===== config.mk =====
export PLATFORM = sky130hd
export DESIGN_NAME = mips8_mem_responder
export DESIGN_NICKNAME = d
export VERILOG_FILES = /design/src/rtl/mips8_mem_responder.sv
export SDC_FILE = /design/constraint.sdc
export NUM_CORES = 2
export LEC_CHECK = 0
export CORE_UTILIZATION = 54
export DETAILED_ROUTE_END_ITERATION = 10
export PLACE_DENSITY = 0.7
export SLEW_MARGIN = 30
export SYNTH_ARGS = -nofsm -noshare
export SYNTH_HDL_FRONTEND = slang
export SYNTH_SLANG_ARGS = --single-unit

===== constraint.sdc =====
create_clock -name clk -period 11.35 [get_ports clk]
set_input_delay 2.8375 -clock clk [delete_from_list [all_inputs] [get_ports clk]]
set_output_delay 2.8375 -clock clk [all_outputs]
set_load 0.02 [all_outputs]

===== src/rtl/mips8_mem_responder.sv =====
// Memory-side responder for the 8-bit MIPS core: owns the storage array and
// completes each read/write after WAIT_STATES extra cycles with a one-cycle ready pulse.
module mips8_mem_responder #(
    parameter int WIDTH       = 8,
    parameter int AWIDTH      = 8,
    parameter int WAIT_STATES = 2
) (
    input  logic              clk,
    input  logic              reset,
    input  logic              memread,
    input  logic              memwrite,
    input  logic [AWIDTH-1:0] adr,
    input  logic [WIDTH-1:0]  writedata,
    output logic [WIDTH-1:0]  memdata,
    output logic              ready,
    output logic              busy,
    output logic              err
);

    typedef enum logic [1:0] {
        ST_IDLE,
        ST_WAIT,
        ST_ACCESS
    } state_t;

    localparam logic [3:0] LP_WAIT = 4'(WAIT_STATES);

    state_t             r_state;
    state_t             w_next;
    logic [3:0]         r_cnt;
    logic [3:0]         w_cnt_next;
    logic [AWIDTH-1:0]  r_adr;
    logic [WIDTH-1:0]   r_wdata;
    logic               r_is_write;
    logic [WIDTH-1:0]   r_memdata;
    logic               r_ready;
    logic               r_err;
    logic               w_req;
    logic               w_conflict;
    logic               w_idle;
    logic               w_commit;

    logic [WIDTH-1:0]   r_mem [0:(1<<AWIDTH)-1];

    always_comb begin
        w_req      = memread ^ memwrite;
        w_conflict = memread & memwrite;
        w_idle     = (r_state == ST_IDLE);
        w_commit   = (r_state == ST_ACCESS);
    end

    always_comb begin
        w_next     = r_state;
        w_cnt_next = r_cnt;
        case (r_state)
            ST_IDLE: begin
                if (w_req) begin
                    w_cnt_next = LP_WAIT;
                    w_next     = (LP_WAIT != 4'd0) ? ST_WAIT : ST_ACCESS;
                end
            end
            ST_WAIT: begin
                w_cnt_next = r_cnt - 4'd1;
                if (r_cnt <= 4'd1) begin
                    w_next = ST_ACCESS;
                end
            end
            ST_ACCESS: begin
                w_next = ST_IDLE;
            end
            default: begin
                w_next     = ST_IDLE;
                w_cnt_next = 4'd0;
            end
        endcase
    end

    // Request capture happens only in IDLE, so input changes mid-transaction are ignored.
    always_ff @(posedge clk) begin
        if (reset) begin
            r_state    <= ST_IDLE;
            r_cnt      <= 4'd0;
            r_adr      <= '0;
            r_wdata    <= '0;
            r_is_write <= 1'b0;
            r_memdata  <= '0;
            r_ready    <= 1'b0;
            r_err      <= 1'b0;
        end else begin
            r_state <= w_next;
            r_cnt   <= w_cnt_next;
            r_ready <= w_commit;
            r_err   <= w_idle & w_conflict;
            if (w_idle && w_req) begin
                r_adr      <= adr;
                r_wdata    <= writedata;
                r_is_write <= memwrite;
            end
            if (w_commit && !r_is_write) begin
                r_memdata <= r_mem[r_adr];
            end
        end
    end

    // Storage is not cleared by reset, but a reset on the ACCESS edge suppresses the write.
    always_ff @(posedge clk) begin
        if (!reset && w_commit && r_is_write) begin
            r_mem[r_adr] <= r_wdata;
        end
    end

    assign memdata = r_memdata;
    assign ready   = r_ready;
    assign err     = r_err;
    assign busy    = !w_idle;

endmodule


==> metrics.cfg <==
[worst_setup_path]
arrival_ps = 6330
worstPathMaxFanout = 33
crit_family = simple AND/OR/NAND/NOR gates
critPathBufInv = 3
cp-start-kind = input port
critical_path.slowest_cell = nor3b_1
setup.worst_path.end_class = flop
path_class = input port to flop
crit_required_ps = 11770
cp_slowest_stage_delay_ps = 780
path_cells = clkdlybuf4s50_1 > buf_4 > nor2_1 > nand2_1 > nor3b_1 > nand2_1 > buf_4 > nor2_1
rrSetupSlack_ps = 6390

[clock_tree]
cts.clk_slew.worst_paths_ps = 60
postCtsSetupBuffers = 0
ctsHoldBuffers = 0
ctsResizeCount = 0
numCtsBuffers = 194
clk_latency_ps = 820
htree_levels = 4
cts_tree = done
cts.sinks = 2081
cts_root_buf = clkbuf_16
clockBufferDepth = 3

[synthesis]
yosysSeqAreaShare_pct = 76.9
post_synth_inst_count = 3879
synth_largest_area_cell = edfxtp_1
synth_area_leaders = edfxtp_1 (76%), mux4_2 (13%), mux2i_1 (1.7%), nor2_1 (1.4%), dfxtp_1 (0.82%)
synth_edf_count = 2048
ys_ff_latch = 2081
yosysWarnings = 0
synth_cell_types = 62
synth_top_area_share_pct = 76.1
synth_top_flop_cell = edfxtp_1
syn-num-nets = 3902
synth_top_cells_by_count = edfxtp_1 (2,048), mux4_2 (474), nor2_1 (292)
yosysMostFrequentCell = edfxtp_1
synthArstFlopShare_pct = 0
syn_avg_cell_area_sq_um = 20.8
syn_area_sq_mm = 0.0809

[flow_run]
maxCapViolations = 0

[floorplan]
coreArea_sq_mm = 0.148
chipHeight_um = 389
start_util_pct = 54.6
io_pins = 31
die-width_um = 389
rows = 141
die_area_sq_mm = 0.151

[timing]
rsz0062_at_grt = false
slew_headroom_pct = 32.4
worstMarginPinSlew_ps = 1010
fin_crit_ps = 5910
setup_tns_ps = 0
maxSlewViolCount = 0
period_share_pct = 52.0
setup_viol = 0
clock.fmax_ghz = 0.169
skew_ps = 38.0
hold_violations = 0

[routing]
postRouteWirelength_um = 209000
drc = 0
via_per_inst = 6.81
first_iter_violations = 6575
drtPass1Iterations = 6
ant_nets = 0
drt-wirelength-per-cell_um = 34.6
num_vias = 41200

[pwr]
swShare_pct = 22.8
p_seq_share_pct = 52.0
p_clk_share_pct = 39.6
power_density_mw_per_mm2 = 186
p_int_uw = 12900
comb_power_share_pct = 8.4
p_leak_uw = 0.0271
max-vdd-ir-drop_mv = 0.139
p_switching_uw = 3800

[hold_path]
hold_class = flop to flop

[placement]
io_buffers = 30
place_area_sq_mm = 0.0831
place.gp.congestion = 0.889
post-dp-hpwl_um = 123000

[status]
status = finished clean

[layout]
syn_to_final_growth_pct = 10.8
fillers = 10100
final_util_pct = 60.5
design_area_sq_mm = 0.0896
register_area_sq_mm = 0.0622
multi_input_area_sq_mm = 0.0174
drive_above_1_share_pct = 22.2
final_nets = 3972

[grt]
antenna_found_initial = 2
grt_start_max_net_pins = 165
grt_pass1_wl_um = 297000
grt_use_total_pct = 27.8
overflow = 0
grt_pass1_vias = 39500

==> routing by layer <==
| layer | routed length (um) | GRT usage [%] |
|---|---|---|
| met5 | 13 | 0 |
| met1 | 81200 | 41.3 |
| met3 | 24800 | 6.21 |
| met2 | 96400 | 41.5 |
| met4 | 6370 | 8.76 |
==> metrics by stage <==
stage	worst slack, ps	total power (uW)	std cells	hold slack [ps]
after floorplan	6780	9720	3879	467
after global placement	4820	10200	5682	529
after detailed placement	4730	10200	5682	537
after CTS	5560	16700	6036	545
after global routing	5310	17000	6037	594
final	5440	16700	6042	550
==> cells in the final DEF, fill, tap and decap left out, types with 18 or more instances in the layout <==
master,n
edfxtp_1,2048
mux4_2,474
nor2_1,291
clkbuf_16,200
nand2_1,148
mux2i_1,137
a21oi_1,71
buf_4,69
a22oi_1,60
clkinv_1,44
clkinv_2,42
nand3_1,40
o22ai_1,37
o21ai_0,31
clkdlybuf4s50_1,30
bufinv_16,26
mux2_2,24
a32oi_1,20
clkbuf_1,19
dfxtp_1,18
==> cells by family after synthesis <==
family          share of synthesized area (%)
flops                                    76.9
mux                                      15.6
simple gates                             3.11
compound gates                           2.63
buf+inv                                  1.70
fa+ha+maj                              0.0464
xor+xnor                               0.0217
==> power by group through the flow <==
| stage | clock network, uW | logic (uW) | registers, uW |
|---|---|---|---|
| after detailed placement | 0 | 1380 | 8830 |
| after global routing | 6910 | 1450 | 8670 |
| final | 6590 | 1400 | 8670 |
| after floorplan | 0 | 808 | 8910 |
| after global placement | 0 | 1380 | 8830 |
| after CTS | 6640 | 1390 | 8670 |
==> final cells by class <==
cell class	count	share of cell area (%)
repair buffers	111	1.19
clock inverters	135	1.52
flip-flops and latches	2081	69.4
well taps	1930	2.70
inverters	10	0.0475
multi-input cells	1551	19.4
diodes	5	0.0140
clock buffers	219	5.67
==> worst paths after layout <==
check,depth (start not counted),startpoint,to
worst max-delay path,8,reset,r_mem[90][0]
worst min-delay path,1,r_state[1],r_state[0]
worst max register to register,7,r_adr[0],memdata[5]
worst min register to register,1,r_state[1],r_state[0]
==> registers in the layout, indices dropped and copies added, names as in the netlist <==
signal,flops
memdata,8
r_wdata,8
r_state,2
r_is_write,1
r_adr,8
r_mem,2048
r_cnt,4
err,1
ready,1
(Power assumes the default switching activity.)
